==> src/rtl/sensor_multi_core.sv <==
// Sequences CH_NUM ultrasonic rangers: trigger, time the echo width in us, then idle before the next channel.
// One dat_vld per enabled channel, issued the clk_sys cycle after echo fall or timeout; done_measure pulses at sweep end.
// No backpressure: results are single-cycle pulses, and fire/stop requests are ignored when they do not apply.
module sensor_multi_core #(
  parameter int CH_NUM     = 4,
  parameter int CNT_W      = 16,
  parameter int TRIG_US    = 10,
  parameter int TIMEOUT_US = 30000,
  parameter int GAP_US     = 60000
) (
  input  logic              clk_sys,
  input  logic              rst_n,
  input  logic              pluse_us,
  input  logic              fire_measure,
  input  logic              stop_measure,
  input  logic              mode,
  input  logic [CH_NUM-1:0] ch_en,
  input  logic [CH_NUM-1:0] echo,
  output logic [CH_NUM-1:0] trig,
  output logic              busy,
  output logic              dat_vld,
  output logic [2:0]        dat_ch,
  output logic [CNT_W-1:0]  dat_val,
  output logic [CH_NUM-1:0] err_measure,
  output logic              done_measure
);

  typedef enum logic [2:0] {IDLE, TRIG, WAIT_RISE, MEAS, GAP} state_t;

  localparam logic [31:0]      TRIG_END = 32'(TRIG_US - 1);
  localparam logic [31:0]      RISE_END = 32'(TIMEOUT_US - 1);
  localparam logic [31:0]      GAP_END  = 32'(GAP_US - 1);
  localparam logic [CNT_W-1:0] MEAS_END = CNT_W'(TIMEOUT_US - 1);

  state_t            state, state_nxt;
  logic [2:0]        ch, nxt_ch, first_ch;
  logic              nxt_vld;
  logic [CH_NUM-1:0] mask_q, first_src, ch_oh;
  logic              mode_q, stop_pend, echo_sel;
  logic [31:0]       tmr;
  logic [CNT_W-1:0]  cnt;
  logic              accept, trig_end, rise_to, meas_to, gap_end, restart;

  assign ch_oh    = CH_NUM'(1) << ch;
  assign echo_sel = |(echo & ch_oh);

  // Next channel above the current one, and lowest channel for a fresh sweep.
  always_comb begin
    nxt_vld   = 1'b0;
    nxt_ch    = ch;
    first_ch  = '0;
    first_src = (state == IDLE) ? ch_en : mask_q;
    for (int i = CH_NUM - 1; i >= 0; i--) begin
      if (mask_q[i] && i > int'(ch)) begin
        nxt_vld = 1'b1;
        nxt_ch  = 3'(i);
      end
      if (first_src[i]) first_ch = 3'(i);
    end
  end

  assign accept   = (state == IDLE) && fire_measure && (|ch_en);
  assign trig_end = pluse_us && (tmr == TRIG_END);
  assign rise_to  = pluse_us && (tmr == RISE_END);
  assign meas_to  = pluse_us && (cnt == MEAS_END);
  assign gap_end  = pluse_us && (tmr == GAP_END);
  assign restart  = gap_end && !nxt_vld && mode_q && !stop_pend;

  always_ff @(posedge clk_sys or negedge rst_n) begin
    if (!rst_n) state <= IDLE;
    else        state <= state_nxt;
  end

  always_comb begin
    state_nxt = state;
    case (state)
      IDLE:      if (accept) state_nxt = TRIG;
      TRIG:      if (trig_end) state_nxt = WAIT_RISE;
      WAIT_RISE: if (echo_sel) state_nxt = MEAS;
                 else if (rise_to) state_nxt = GAP;
      MEAS:      if (!echo_sel || meas_to) state_nxt = GAP;
      GAP:       if (gap_end) state_nxt = (nxt_vld || restart) ? TRIG : IDLE;
      default:   state_nxt = IDLE;
    endcase
  end

  always_comb begin
    trig = (state == TRIG) ? ch_oh : '0;
    busy = (state != IDLE);
  end

  always_ff @(posedge clk_sys or negedge rst_n) begin
    if (!rst_n) begin
      ch           <= '0;
      mask_q       <= '0;
      mode_q       <= 1'b0;
      stop_pend    <= 1'b0;
      tmr          <= '0;
      cnt          <= '0;
      dat_vld      <= 1'b0;
      dat_ch       <= '0;
      dat_val      <= '0;
      err_measure  <= '0;
      done_measure <= 1'b0;
    end else begin
      dat_vld      <= 1'b0;
      done_measure <= 1'b0;
      // The phase timer restarts on every state change.
      if (state_nxt != state) tmr <= '0;
      else if (pluse_us)      tmr <= tmr + 32'd1;
      if (state != IDLE && stop_measure) stop_pend <= 1'b1;
      case (state)
        IDLE: if (accept) begin
          mask_q      <= ch_en;
          mode_q      <= mode;
          err_measure <= '0;
          ch          <= first_ch;
          stop_pend   <= 1'b0;
        end
        WAIT_RISE: begin
          if (echo_sel) begin
            cnt <= '0;
          end else if (rise_to) begin
            err_measure <= err_measure | ch_oh;
            dat_vld     <= 1'b1;
            dat_ch      <= ch;
            dat_val     <= '1;
          end
        end
        MEAS: begin
          // A tick landing on the falling edge is deliberately not counted.
          if (!echo_sel) begin
            dat_vld <= 1'b1;
            dat_ch  <= ch;
            dat_val <= cnt;
          end else if (meas_to) begin
            err_measure <= err_measure | ch_oh;
            dat_vld     <= 1'b1;
            dat_ch      <= ch;
            dat_val     <= '1;
          end else if (pluse_us) begin
            cnt <= cnt + 1'b1;
          end
        end
        GAP: if (gap_end) begin
          if (nxt_vld) begin
            ch <= nxt_ch;
          end else begin
            done_measure <= 1'b1;
            if (restart) begin
              ch          <= first_ch;
              err_measure <= '0;
            end else begin
              stop_pend <= 1'b0;
            end
          end
        end
        default: ;
      endcase
    end
  end

endmodule

==> config.mk <==
export PLATFORM = sky130hd
export DESIGN_NAME = sensor_multi_core
export DESIGN_NICKNAME = d
export VERILOG_FILES = /design/src/rtl/sensor_multi_core.sv
export SDC_FILE = /design/constraint.sdc
export NUM_CORES = 1
export LEC_CHECK = 0
export CELL_PAD_IN_SITES_DETAIL_PLACEMENT = 1
export CELL_PAD_IN_SITES_GLOBAL_PLACEMENT = 1
export CORE_ASPECT_RATIO = 0.9
export CORE_MARGIN = 1.5
export CORE_UTILIZATION = 48
export DETAILED_ROUTE_END_ITERATION = 8
export PLACE_DENSITY_LB_ADDON = 0.1
export RECOVER_POWER = 50
export SLEW_MARGIN = 30
export SYNTH_ARGS = -nofsm -noshare
export SYNTH_HDL_FRONTEND = slang
export SYNTH_SLANG_ARGS = --single-unit
==> constraint.sdc <==
create_clock -name clk_sys -period 3.5 [get_ports clk_sys]
set_input_delay 0.7 -clock clk_sys [delete_from_list [all_inputs] [get_ports clk_sys]]
set_output_delay 0.7 -clock clk_sys [all_outputs]
set_load 0.005 [all_outputs]
**After elaboration in Yosys (flattened, before gate mapping)**

Cells that the tools add are included.

- Add/subtract/negate cells: 2
- $lt $le $gt $ge: 3
- Eq/ne operators: 23
- Shift operators: 1
- Multiplexer cells: 65
- Bitwise logic cells: 2
- Reductions and logical operators: 31

Operators by type and width:

| kind | number |
|---|---|
| 2-to-1 mux 16 bit | 8 |
| 2-to-1 mux 32 bit | 2 |
| one-hot mux 16 bit (2 select lines) | 2 |
| 2-to-1 mux 3 bit | 20 |
| 2-to-1 mux 4 bit | 10 |
| adder 32 x 1 -> 32 bit (second input constant) | 1 |
| == test 32 x 15 -> 1 bit (second input constant) | 1 |
| == test 32 x 16 -> 1 bit (second input constant) | 1 |
| == test 32 x 4 -> 1 bit (second input constant) | 1 |
| inequality test 2 bit (second input constant) | 11 |
| adder 16 x 1 -> 16 bit (second input constant) | 1 |
| == test 16 x 15 -> 1 bit (second input constant) | 1 |
| 2-to-1 mux 1 bit | 16 |
| one-hot mux 4 bit (4 select lines) | 1 |
| one-hot mux 3 bit (5 select lines) | 1 |
| logical AND 1 bit | 13 |
| one-hot mux 3 bit (2 select lines) | 2 |
| AND reduction 5 bit | 2 |
| AND reduction 9 bit | 1 |
| OR reduction 4 bit | 2 |
| == test 3 x 2 -> 1 bit (second input constant) | 2 |
| greater-than comparator 2 x 3 -> 1 bit (first input constant) | 2 |
| inequality test 3 bit (second input constant) | 2 |
| nonzero test 2 bit | 3 |
| other kinds (17) | 21 |

- Flip-flop bits (word level): 85
- Input bits: 14
- Output and inout bits: 30
- Word-level logic and storage cells: 139

**Logic depth before layout (Yosys ltp)**

- Depth in word-level cells: 15
- Depth in mapped cells: 9
- Depth with buffers taken out: 8

**Least setup slack after synthesis**

OpenSTA, ideal clock, no wires.

- Path type: input port to flip-flop
- From: in echo[3]
- To: reg dat_ch[0]
- Setup time: 125 ps
- Arrival time: 2225 ps
- Data required time: 3375 ps
- Path slack: 1150 ps
- Cell stages on the path: 5
- Path buffers: 0
- Cells stage by stage: mux4_2 > nor4_1 > nor2_1 > nor2_4 > mux2_2

- Longest elaborated chain between the ends: 4
- Elaborated cells between the ends (all ways): 7
- Classes of those cells: eq/ne (2); mux (2); bitwise (1); reduce/logical (2)

RTL lines:

| what | RTL line | RTL |
|---|---|---|
| start: declaration | 18 | `input logic [CH_NUM-1:0] echo,` |
| bitwise AND 4 bit * | 45 | `assign echo_sel = \|(echo & ch_oh);` |
| OR reduction 4 bit * | 45 |  |
| inequality test 3 bit (no line) (tied with other cells) | - |  |
| AND reduction 4 bit (no line) or one-hot mux 3 bit (2 select lines) (tied branches) | - |  |
| end signal: assignment | 126 | `dat_ch <= ch;` |
| end signal: assignment | 134 | `dat_ch <= ch;` |
| end signal: assignment | 139 | `dat_ch <= ch;` |
| end: declaration | 22 | `output logic [2:0] dat_ch,` |

Every way passes the cells marked *; elsewhere a longest branch is shown, timed or not.
A chain may end at the register's enable or synchronous reset.

**Final worst setup path**

- From: in pluse_us
- To: reg cnt[0]

- Longest elaborated chain between the ends: 3
- Elaborated cells between the ends (all ways): 4
- Classes of those cells: eq/ne (2); reduce/logical (2)

RTL lines:

| what | RTL line | RTL |
|---|---|---|
| start: declaration | 13 | `input logic pluse_us,` |
| logical AND 1 bit | 65 | `assign meas_to = pluse_us && (cnt == MEAS_END);` |
| inequality test 2 bit (no line) | - |  |
| AND reduction 5 bit (no line) * | - |  |
| end signal: assignment | 142 | `cnt <= cnt + 1'b1;` |
| end: declaration | 41 | `logic [CNT_W-1:0] cnt;` |

Marks and branches as above.

==> reports/metrics.sh <==
FILLERS=970
POST-DP-HPWL_UM=7620
SYNTH-COMPOUND-AREA-SHARE=0.117
SYNTH_XOR_AREA_FRAC=0.0816
FLOORPLAN.DIE_AREA_UM2=9520
POST-SYNTH-TOP-AREA-FRACTION=0.484
GRT_ANTENNA_BEFORE_REPAIR=0
ENDPOINT_KIND='flip-flop'
FLOORPLAN.ROWS=32
YOSYSUNIQUECELLTYPES=56
MEAN_NUMBER_OF_VIAS_PER_CELL=5.80
HOLDCRITSTARTPOINT='dat_val[4]'
TIMING.MAX_SLEW.REL_SLACK=-0.380
FINAL_DESIGN_AREA_NO_FILL_UM2=5010
HOLD_VIOLATIONS=0
CRIT_SLOWEST_CELL='sky130_fd_sc_hd__clkdlybuf4s50_1'
HOLD_BUFFERS=0
FLOORPLAN.DIE.WIDTH_UM=103
WORST_R2R_PATH_DEPTH=7
IO-PIN-COUNT=44
LARGEST_FAMILY_OF_LOGIC_CELLS_BY_SYNTHESIZED_AREA='simple AND/OR/NAND/NOR gates'
POSTPLACECELLAREA_UM2=4830
FIN_SETUP_TNS_NS=0
GRT_MAX_DEGREE=84
ROUTED_WIRELENGTH_UM=11000
CTS_INSERTED_BUFFERS=9
SYNTH_AREA_UM2=4290
WORST-PATH-BUF-INV=2
MAXIMUM_FANOUT_ENCOUNTERED_ON_THE_CRITICAL_TIMING_PATH=11
CP_CELL_SEQUENCE='clkdlybuf4s50_1 > nor4b_1 > nand4_1 > a21oi_1 > buf_4 > nor2_1 > mux2_2'
NUMBER_OF_GLOBAL_ROUTE_VIAS_BEFORE_REPAIR=3734
DRTPASS1ITERATIONS=4
TIMING_WORST_SLEW_PIN_VALUE_NS=2.07
CTS-ROOT-TO-SINK-BUFFERS=2
REGTOREGENDPOINT='tmr[1]'
CTS_TREE='yes'
FINALCRITICALPERIOD_NS=3.00
POST_SYNTH_TOP_CELLS='sky130_fd_sc_hd__dfrtp_1, sky130_fd_sc_hd__nor2_1, sky130_fd_sc_hd__nand2_1, sky130_fd_sc_hd__xor2_1, sky130_fd_sc_hd__nand3_1'
IRDROPWORSTVDD_V=0.000419
ASYNCSETRESETFLOPFRACSYNTH=1.00
FP.COREAREA_UM2=8610
SEQ_AREA_FRAC_SYNTH=0.484
DETAILEDROUTE.FIRSTITERATIONVIOLATIONS=144
TOTALPOWERFINAL_W=0.00306
SYNTHDOMINANTAREACELLTYPE='sky130_fd_sc_hd__dfrtp_1'
GROUTE.USAGE.OVERALL=0.250
FP.DIEH_UM=92.7
MAX_CLOCK_FREQ_MHz=333
SYNTH-EDFF-COUNT=0
NUM_ANTENNA_CELLS=0
DETAIL_ROUTE.DRC_VIOLATIONS=0
R2R_START='ch[0]'
POST_CTS_RESIZE_COUNT=0
WORSTHOLDENDPOINT='dat_val[4]'
ROOT_BUFFER='sky130_fd_sc_hd__clkbuf_8'
DRIVE_GT1_FRAC=0.0926
SYNTH.MUX.AREA_FRACTION=0.0259
GRT_PASS1_WL_UM=18600
CLK_LATENCY_NS=0.36
PWR_DENSITY_CELL_nW_PER_UM2=611
GLOBALROUTEOVERFLOWTOTAL=0
POSTSYNTHREGISTERBITS=83
CTS-HTREE-LEVELS=3
SYNTH.YOSYS.WARNINGS=0
SYNTHADDERAREAFRAC=0.00874
POSTSYNTHAREAPERCELL_UM2=9.78
CAP_VIOL_MAX_COUNT=1
CLOCK-SINKS=83
SETUP_VIOL_COUNT_FINAL=0
WORST_EP_REQUIRED_TIME_NS=3.75
ROUTED_WIRELENGTH_NORMALIZED_BY_INSTANCE_COUNT_UM=18.1
VIOLATIONS='capacitance limit, slew limit'
TOTAL_LEAKAGE_POWER_nW=2.11
GLOBALPLACE.CONGESTION=0.812
STATUS='finished, violations left'
SYN-NUM-NETS=456
CLKTRANSATPATHREGS_NS=0.09
AREAGROWTHSYNTHTOFINISH_PCT=16.8
WORST_HOLD_SLACK_NS=0.508
NETS=498
YOSYS.AREA_SHARE.SIMPLE=0.249
WORSTHOLDPATHTYPE='flip-flop to flip-flop'
CRIT_PATH_MAX_INCR_DELAY_NS=0.75
SETUP.WORST_PATH.START='pluse_us'
LAYOUT_WORST_PATH_CYCLE_SHARE=0.857
IO_BUFFER_COUNT=42
WORST-ENDPOINT-ARRIVAL_NS=3.25
CRIT_FAMILY='buffers and inverters'
FINALCLOCKSKEW_NS=0.0160
STARTING_DENSITY_OF_THE_CORE=0.499
YOSYS-TOP-CELLS-AREA='sky130_fd_sc_hd__dfrtp_1, sky130_fd_sc_hd__nor2_1, sky130_fd_sc_hd__xor2_1'
FINAL-MAX-SLEW-VIOLATION-COUNT=84
YS_DOMINANT_REG_CELL='sky130_fd_sc_hd__dfrtp_1'
CRITPATHKIND='input pin to flip-flop'
COUNT_LEADER_SYNTH='sky130_fd_sc_hd__dfrtp_1'
RSZ0062_AT_GRT='no'
DRTANTENNAVIOLNETS=0
HOLD-PATH-CELL-COUNT=1
POST_CTS.REPAIR.SETUP_BUFFERS=0
DETAILROUTE.VIA_COUNT=3512
TIMING.REG2REG.SETUP_SLACK_NS=0.95
COUNT_OF_MAPPED_CELLS_OUT_OF_SYNTHESIS=439
WORSTSETUPSTARTPOINTTYPE='input pin'
==> cell families after synthesis <==
kind of cell,count (synthesis)
and+or+nand+nor,205
DFF,83
AOI/OAI and AO/OA,69
xor gates and xnor gates,40
buffers and inverters,29
muxes,9
adders and majority gates,3
other,1
==> routing by layer <==
layer	track usage	wire length, um
met1	0.342	5180
met4	0.0616	72
met5	0	0
met2	0.406	5420
met3	0.0521	309
==> registers in the layout, indices dropped and copies added (netlist names) <==
register / count
dat_val: 16
dat_vld: 1
done_measure: 1
cnt: 16
tmr: 32
dat_ch: 2
err_measure: 4
ch: 2
stop_pend: 1
state: 3
mode_q: 1
mask_q: 4
==> how the worst max path moves through the flow <==
stage,to,cells after the start
2_1_floorplan,dat_ch[0],5
3_3_place_gp,cnt[0],7
3_5_place_dp,cnt[0],7
4_1_cts,cnt[0],7
5_1_grt,cnt[0],7
6_report,cnt[0],7
==> area by class of cell <==
cell class	count	area (um^2)	share of cell area
clock buffers	10	138	0.0274
clock inverters	6	48.8	0.00973
inverters	10	37.5	0.00749
multi-input cells	327	2080	0.414
flip-flops and latches	83	2080	0.414
well taps	119	149	0.0297
repair buffers	50	488	0.0973
==> metrics by stage <==
step / setup slack (ns) / cells / utilization
after global placement: 0.143 / 589 / 0.561
after floorplan: 1.15 / 439 / -
after CTS: 0.525 / 605 / 0.583
final: 0.500 / 605 / 0.583
after detailed placement: 0.152 / 589 / 0.561
after global routing: 0.309 / 605 / 0.583
==> power by group <==
group / internal, W / total, W / switching (W)
combinational: 0.000554 / 0.00105 / 0.000501
clock: 0.000281 / 0.000655 / 0.000374
sequential: 0.00116 / 0.00135 / 0.000197
total: 0.00199 / 0.00306 / 0.00107
==> cell usage in the layout, fill, tap and decap left out, types with 2 or more instances in the layout <==
cell type,instances
sky130_fd_sc_hd__a31o_2,3
sky130_fd_sc_hd__nand2b_1,4
sky130_fd_sc_hd__xnor2_1,18
sky130_fd_sc_hd__nand4_1,16
sky130_fd_sc_hd__nand3_1,21
sky130_fd_sc_hd__o22a_1,16
sky130_fd_sc_hd__and2_1,4
sky130_fd_sc_hd__or4_1,2
sky130_fd_sc_hd__nor2b_1,3
sky130_fd_sc_hd__and3_1,7
sky130_fd_sc_hd__or2_2,2
sky130_fd_sc_hd__xor2_1,22
sky130_fd_sc_hd__nor4b_1,2
sky130_fd_sc_hd__nor2_1,66
sky130_fd_sc_hd__clkdlybuf4s50_1,27
sky130_fd_sc_hd__inv_1,10
sky130_fd_sc_hd__a21oi_1,16
sky130_fd_sc_hd__a41oi_1,4
sky130_fd_sc_hd__o31ai_1,3
sky130_fd_sc_hd__a211oi_1,2
sky130_fd_sc_hd__clkbuf_8,10
sky130_fd_sc_hd__clkinvlp_4,5
sky130_fd_sc_hd__and2b_1,2
sky130_fd_sc_hd__or3_1,2
sky130_fd_sc_hd__nor3_1,15
sky130_fd_sc_hd__nor4_1,15
sky130_fd_sc_hd__nand2_1,27
sky130_fd_sc_hd__o21ai_0,11
sky130_fd_sc_hd__mux2_2,7
sky130_fd_sc_hd__dlygate4sd3_1,14
sky130_fd_sc_hd__and4_1,9
sky130_fd_sc_hd__o32ai_1,2
sky130_fd_sc_hd__dfrtp_1,83
sky130_fd_sc_hd__buf_4,7
sky130_fd_sc_hd__ha_1,3
(Power assumes the default switching activity.)
